### src/rtl/display_pkg.sv
// display_pkg: shared segment codes and scan state encoding for the hex display driver
package display_pkg;
   localparam logic [6:0] SEG_BLANK = 7'h7F;
   localparam logic [6:0] SEG_TABLE [16] = '{
      7'h40, 7'h79, 7'h24, 7'h30, 7'h19, 7'h12, 7'h02, 7'h78,
      7'h00, 7'h10, 7'h08, 7'h03, 7'h46, 7'h21, 7'h06, 7'h0E
   };
   typedef enum logic {ST_SHOW, ST_GAP} state_t;
endpackage

### src/rtl/hex7seg.sv
// hex7seg: nibble to active-low {g,f,e,d,c,b,a} segment decoder
module hex7seg
   import display_pkg::*;
(
   input  logic [3:0] nib,
   output logic [6:0] seg
);
   assign seg = SEG_TABLE[nib];
endmodule

### src/rtl/display_scan_hex.sv
// display_scan_hex: multiplexed hex scanner with inter-digit gap, leading-zero blanking and blink
module display_scan_hex
   import display_pkg::*;
#(
   parameter int DIGITS       = 4,
   parameter int DIV          = 50000,
   parameter int GAP          = 8,
   parameter int BLINK_FRAMES = 64,
   parameter int LZ_BLANK     = 1
) (
   input  logic                  clock,
   input  logic                  reset,
   input  logic                  enable,
   input  logic                  load,
   input  logic [4*DIGITS-1:0]   entrada,
   input  logic [DIGITS-1:0]     blink_mask,
   output logic [6:0]            saida,
   output logic [DIGITS-1:0]     anodo,
   output logic                  quadro
);
   localparam int MX = DIV > GAP ? DIV : GAP;
   localparam int CW = MX > 1 ? $clog2(MX) : 1;
   localparam int IW = DIGITS > 1 ? $clog2(DIGITS) : 1;
   localparam int FW = BLINK_FRAMES > 1 ? $clog2(BLINK_FRAMES) : 1;
   state_t              state_q, state_d;
   logic [IW-1:0]       idx_q, idx_d;
   logic [CW-1:0]       cnt_q, cnt_d;
   logic [FW-1:0]       frame_q, frame_d;
   logic                phase_q, phase_d;
   logic [4*DIGITS-1:0] shadow_q, shadow_d;
   logic [6:0]          saida_q, saida_d;
   logic [DIGITS-1:0]   anodo_q, anodo_d;
   logic                quadro_q, quadro_d;
   logic [DIGITS-1:0]   lz;
   logic [3:0]          nib;
   logic [6:0]          seg;
   logic                slot_end, adv, wrap, blank, dark;
   hex7seg u_dec (.nib(nib), .seg(seg));
   // digit i (i>0) is a leading zero when every nibble from i upward is zero
   always_comb begin
      lz = '0;
      for (int i = 1; i < DIGITS; i++) lz[i] = (LZ_BLANK != 0) && ((shadow_q >> (4 * i)) == '0);
   end
   always_comb begin
      nib      = shadow_q[{idx_q, 2'b00} +: 4];
      blank    = lz[idx_q] | (phase_q & blink_mask[idx_q]);
      slot_end = state_q == ST_SHOW ? cnt_q == CW'(DIV - 1) : cnt_q == CW'(GAP > 0 ? GAP - 1 : 0);
      adv      = slot_end & (state_q == ST_GAP || GAP == 0);
      wrap     = adv & (idx_q == IW'(DIGITS - 1));
      dark     = !enable || state_q == ST_GAP;
      shadow_d = load ? entrada : shadow_q;
      state_d  = ST_SHOW;
      idx_d    = '0;
      cnt_d    = '0;
      frame_d  = frame_q;
      phase_d  = phase_q;
      if (enable) begin
         cnt_d   = slot_end ? '0 : cnt_q + 1'b1;
         state_d = adv ? ST_SHOW : slot_end ? ST_GAP : state_q;
         idx_d   = adv ? (wrap ? '0 : idx_q + 1'b1) : idx_q;
         if (wrap) begin
            frame_d = frame_q == FW'(BLINK_FRAMES - 1) ? '0 : frame_q + 1'b1;
            phase_d = phase_q ^ (frame_q == FW'(BLINK_FRAMES - 1));
         end
      end
      quadro_d = enable & wrap;
      anodo_d  = dark ? '1 : ~(DIGITS'(1) << idx_q);
      saida_d  = (dark || blank) ? SEG_BLANK : seg;
   end
   always_ff @(posedge clock) begin
      if (reset) begin
         state_q  <= ST_SHOW;
         idx_q    <= '0;
         cnt_q    <= '0;
         frame_q  <= '0;
         phase_q  <= 1'b0;
         shadow_q <= '0;
         saida_q  <= SEG_BLANK;
         anodo_q  <= '1;
         quadro_q <= 1'b0;
      end else begin
         state_q  <= state_d;
         idx_q    <= idx_d;
         cnt_q    <= cnt_d;
         frame_q  <= frame_d;
         phase_q  <= phase_d;
         shadow_q <= shadow_d;
         saida_q  <= saida_d;
         anodo_q  <= anodo_d;
         quadro_q <= quadro_d;
      end
   end
   assign saida  = saida_q;
   assign anodo  = anodo_q;
   assign quadro = quadro_q;
endmodule
### config.mk
export PLATFORM = sky130hd
export DESIGN_NAME = display_scan_hex
export DESIGN_NICKNAME = d
export VERILOG_FILES = /design/src/rtl/display_pkg.sv /design/src/rtl/hex7seg.sv /design/src/rtl/display_scan_hex.sv
export SDC_FILE = /design/constraint.sdc
export NUM_CORES = 1
export LEC_CHECK = 0
export ABC_AREA = 1
export CORE_UTILIZATION = 52
export DETAILED_ROUTE_END_ITERATION = 16
export GPL_TIMING_DRIVEN = 0
export PLACE_DENSITY = 0.84
export SYNTH_ARGS = -nofsm -noshare
export SYNTH_HDL_FRONTEND = slang
export SYNTH_SLANG_ARGS = --single-unit
### constraint.sdc
create_clock -name clock -period 2.1 [get_ports clock]
set_input_delay 0.315 -clock clock [delete_from_list [all_inputs] [get_ports clock]]
set_output_delay 0.315 -clock clock [all_outputs]
set_load 0.02 [all_outputs]
# After elaboration in Yosys (flattened, before gate mapping)
# Memories as Yosys holds them, arrays and structs flattened. A register that Yosys moved wholly into a read port is not among the register bits.
# Cells that the tools add are included.
[classes]
eq_ne = 4
n_lt_le_gt_ge = 1
n_bitwise = 9
reduce_logical = 12
n_shift = 2
add_sub_neg = 3
n_mux = 7
[op_table]
columns = ["operator", "count"]
rows = [
  ["zero test 16 bit", 3],
  ["adder 16 x 1 -> 16 bit (second input constant)", 1],
  ["== test 16 bit (second input constant)", 1],
  ["== test 16 x 3 -> 1 bit (second input constant)", 1],
  ["indexed part select 16 x 5 -> 4 bit", 1],
  ["adder 6 x 1 -> 6 bit (second input constant)", 1],
  ["== test 6 bit (second input constant)", 1],
  ["2-to-1 mux 6 bit", 1],
  ["OR reduction 2 bit", 3],
  ["OR reduction 3 bit", 2],
  ["NOT 4 -> 5 bit", 1],
  ["bitwise AND 1 bit", 4],
  ["binary-select mux 1 bit (select 2 bit)", 2],
  ["NOT 4 bit", 1],
  ["left shift 1 x 2 -> 4 bit (first input constant)", 1],
  ["less-than comparator 2 x 3 -> 1 bit (second input constant)", 1],
  ["2-to-1 mux 1 bit", 3],
  ["adder 2 x 1 -> 2 bit (second input constant)", 1],
  ["== test 2 bit (second input constant)", 1],
  ["logical OR 1 bit", 2],
  ["2-to-1 mux 2 bit", 1],
  ["AND reduction 2 bit", 1],
  ["zero test 1 bit", 1],
  ["NOT 1 bit", 1],
  ["2 further kinds", 2],
]
[word_totals]
mem_bits_ro = 112
output_inout_bits = 12
memories = 1
register_bits = 47
[mem_list]
columns = ["memory", "depth", "width", "read_ports", "rd_ports_with_merged_regs", "wr", "line", "source"]
rows = [
  ["(no name shown)", 16, 7, 1, 1, 0, "hex7seg.sv:8", "assign seg = SEG_TABLE[nib];"],
]

# Longest topological paths before layout
# Gate-level depths: netlist of the first run.
[depth]
ltp_word = 6
mapped_depth = 11
ltp_nobuf = 11

# Cells and area by module
# From an unflattened synthesis of the first run, not the netlist that was laid out.
[hier_totals]
hier_cells = 393
hier_area_um2 = 2767.7
[by_module_without_submodules]
columns = ["mod", "instances", "area_per_inst_um2", "cells_per_inst"]
rows = [
  ["display_scan_hex", 1, 2493.6, 344],
  ["hex7seg", 1, 274.0, 49],
]

# Worst setup path after synthesis of the first run
# No wires, ideal clock.
[synth_path]
path_type = "flip-flop to flip-flop"
start = "register idx_q[0]"
end = "register saida_q[6], in the netlist saida[6]"
stages_incl_launch_ff = 11
path_slack_ns = 0.518
synth_period_minus_slack_ns = 1.582
t_arrival_ns = 1.447
n_path_buf = 1
setup_ns = 0.135
required_ns = 1.965
path_cell_list = "dfxtp_1 -> buf_4 -> a21oi_1 -> o21ai_0 -> nand2_1 -> inv_1 -> ha_1 -> inv_1 -> nor2_1 -> o21ai_0 -> o211ai_1"
[synth_via]
elab_chain_len = 6
[synth_rtl]
columns = ["item", "line", "source"]
rows = [
  ["start, declared", "display_scan_hex.sv:26", "logic [IW-1:0] idx_q, idx_d;"],
  ["start signal, assigned", "display_scan_hex.sv:83", "idx_q <= idx_d;"],
  ["binary-select mux 1 bit (select 2 bit)", "display_scan_hex.sv:46", "blank = lz[idx_q] | (phase_q & blink_mask[idx_q]);"],
  ["2-to-1 mux 1 bit (not written as such)", "display_scan_hex.sv:46", ""],
  ["bitwise AND 1 bit", "display_scan_hex.sv:46", ""],
  ["bitwise OR 1 bit", "display_scan_hex.sv:46", ""],
  ["logical OR 1 bit", "display_scan_hex.sv:68", "saida_d = (dark || blank) ? SEG_BLANK : seg;"],
  ["OR reduction 2 bit (no line)", "--", ""],
  ["end, declared", "display_scan_hex.sv:31", "logic [6:0] saida_q, saida_d;"],
]
# Parallel ways exist; a longest one is shown, timed or not. The select of a mux whose other input is x is not followed.
# A chain may end at the register's enable or synchronous reset.

# Final worst setup path of the first run
[layout_path]
start = "register idx_q[1]"
end = "register saida_q[3], in the netlist saida[3]"
# The elaborated chain is that of the path after synthesis.

==> impl_results.md, run 1 <==
* # rows at 25
* DRC Markers at 0
* VDD IR max at 0.387 mV
* Status: finished clean
* Hold Path Class: reg -> reg
* Required @ worst endpoint at 2.27 ns
* Avg WL per Cell at 11.0 um
* RSZ-0062 raised after global routing: false
* Setup TNS at 0 ns
* Pre-CTS setup slack at roughly 0.0079 ns
* Design Area, Final at between 0.003 and 0.004 sq mm
* Final Setup Violations at 0
* Vias per cell at 5.03
* Fill cell count at 417
* Critical Path Fanout Max at 8
* Share of cells above drive strength 1 at under 10%
* Commonest non-fill, non-tap cell in the layout: nor2_1
* Sequential share of the synthesized area at 41.5%
* Achievable Freq at approximately 520 MHz
* Vias in the first global route at 2160
* Final cell count without fillers at between 400 and 500
* EDFF count, synth at 0
* Clock Path Buffers at 2
* P_sw at 0.439 mW
* Critical path startpoint category: flop
* Top-Level Pins at 36
* HPWL Detailed at 4010 um
* Ys Warns at 0
* Clock sink total at 54
* CP Class: reg -> reg
* Switching share of power at 22.2%
* Syn_area_per_cell at 7.09 sq um
* Final period util at 90.8%
* Number of routed nets with antenna violations at 0
* Cell count after synthesis at approximately 370
* CTS tree: done
* Initial antenna violation count at 0
* Die width at 72.8 um
* CTS root buf: clkbuf_8
* DR iter-0 viols at 192
* # Max-Cap Violations at 0
* Crit path time final at 1.91 ns
* Placement Cell Area at 0.00304 sq mm
* Initial Util at 54.5%
* Top cells by area, synth: dfxtp_1, nor2_1, nand2_1, ha_1, o21ai_0
* Post-cts hold buffer count at 0
* GRT Util Overall at 21.7%
* Yosys top cell area share at 41.5%
* Total CTS buffers at 5
* First-pass GRT wire length at 9110 um
* Comb power frac at 10.4%
* Synth Flop Type: dfxtp_1
* Synth Net Count at 404
* Mapped Area at 0.00261 sq mm
* Post_cts resized at 0
* Area leader, netlist: dfxtp_1
* Die ar. at 0.00530 sq mm
* Core area at 0.00479 sq mm
* Clk_lat worst skew at 0.30 ns
* Via count at around 2400
* Rel. slew slack at 73.2%
* Post-Route Skew at 0.00789 ns
* Worst-Margin Slew at ~0.40 ns
* Number of I/O port buffers at 35
* Crit path arrival time at 2.08 ns
* Final hold violations at 0
* Flop pwr share at 54.4%
* H-tree lvl count at 2
* DIE HEIGHT at 72.8 um
* PwrDens at 625 mW/mm^2
* Placed cells at 470
* Ant. Diodes at 0
* Tot Pwr at a little under 2 mW
* Max Slew Vio Count at 0
* Most frequent cells in the layout: nor2_1, nand2_1, dfxtp_1, inv_1, clkdlybuf4s50_1
* Pleak at roughly 1.3 nW
* Final worst setup slack at 0.192 ns
* Post-synth cell types at 31
* Yosys reg bits at 54
* Post-CTS setup buffers at 0
* CP Capture Type: flop
* Remaining Overflow, GRT at 0
* Largest net degree at the start of global routing at 16
* WL final at 5230 um
* # nets final at 446
* Asr flop ratio synth at 0%
* Clk pwr share at 35.2%
* Initial DRT Pass Iterations at 4
* Clk slew on worst S/H paths at 0.09 ns
* GPL Wtd Cong at a little over 0.9
* Area grow syn2layout at 21.0%
* Cell-internal power at between 1.5 and 2 mW
[worst max-delay path: stages, from the launching register on]
cell and delay (ns):
dfxtp_1 0.34, buf_2 0.17, inv_1 0.22, nand3_1 0.12, nand2_1 0.21, inv_1 0.09
ha_1 0.19, inv_1 0.07, nor2_1 0.07, o21ai_0 0.20, nand3_1 0.10
[synthesized netlist by cell type (4+ instances only)]
cell type	number
a21oi_1	15
o211ai_1	4
nor4_1	7
dfxtp_1	54
nor2_1	75
nor2_2	5
clkbuf_1	4
o21ai_0	29
inv_1	35
nand3_1	25
nor3_1	6
ha_1	12
nand2_1	67
[per-layer routing]
layer / up-vias / global-route usage [%] / routed length (um)
li1: 1275 / - / -
met3: 4 / 4.28 / 283
met1: 1053 / 28.8 / 2500
met4: 0 / 7.63 / 49
met5: - / 0 / 0
met2: 65 / 35.1 / 2400
[registers in the layout, indices dropped and copies added (netlist names)]
name / flops
state_q: 1
shadow_q: 16
idx_q: 2
quadro: 1
cnt_q: 16
frame_q: 6
anodo: 4
saida: 7
phase_q: 1
[final timing paths]
check | from | end | slack, ns | depth (start not counted)
worst min register to register | shadow_q[1] | shadow_q[1] | 0.47 | 2
worst max-delay path | idx_q[1] | saida[3] | 0.19 | 10
worst min-delay path | shadow_q[1] | shadow_q[1] | 0.47 | 2
worst max register to register | idx_q[1] | saida[3] | 0.19 | 10
[metrics by stage]
step           hold WS [ns]  utilization (%)
5_1_grt               0.499             65.9
3_5_place_dp          0.458             63.6
2_1_floorplan         0.428                -
6_report              0.474             65.9
4_1_cts               0.476             65.9
3_3_place_gp          0.448             63.6
[kinds of logic after synthesis]
group | count (synthesis) | synth area share (%)
AOI/OAI and AO/OA | 55 | 11.4
xor gates and xnor gates | 6 | 2.02
adders and majority gates | 12 | 5.76
buffers and inverters | 46 | 6.86
DFF | 54 | 41.5
and+or+nand+nor | 195 | 32.5
[area by class of cell]
class                      instances  area [sq um]  share of cell area, %
tap                               67          83.8                   2.66
clock inverter                     1          30.0                  0.952
buffer                             7          32.5                   1.03
clock buffer                       6          82.6                   2.62
inverter                          39           146                   4.64
sequential                        54          1080                   34.3
timing repair buffer              35           350                   11.1
multi-input combinational        268          1350                   42.7
[power groups by stage]
stage	combinational, mW	clock, mW	sequential (mW)
finish	0.205	0.694	1.07
global route	0.231	0.748	1.08
CTS	0.204	0.710	1.07
detailed placement	0.202	0	1.10
global placement	0.197	0	1.10
floorplan	0.100	0	1.11
Note: power is estimated with default switching activity, not from simulation.
==> run 2, diff against run 1 <==
CORE_MARGIN = 1   (was default)
==> results of run 2 <==
No change in the layout: final DEF, timing and power equal those of run 1.
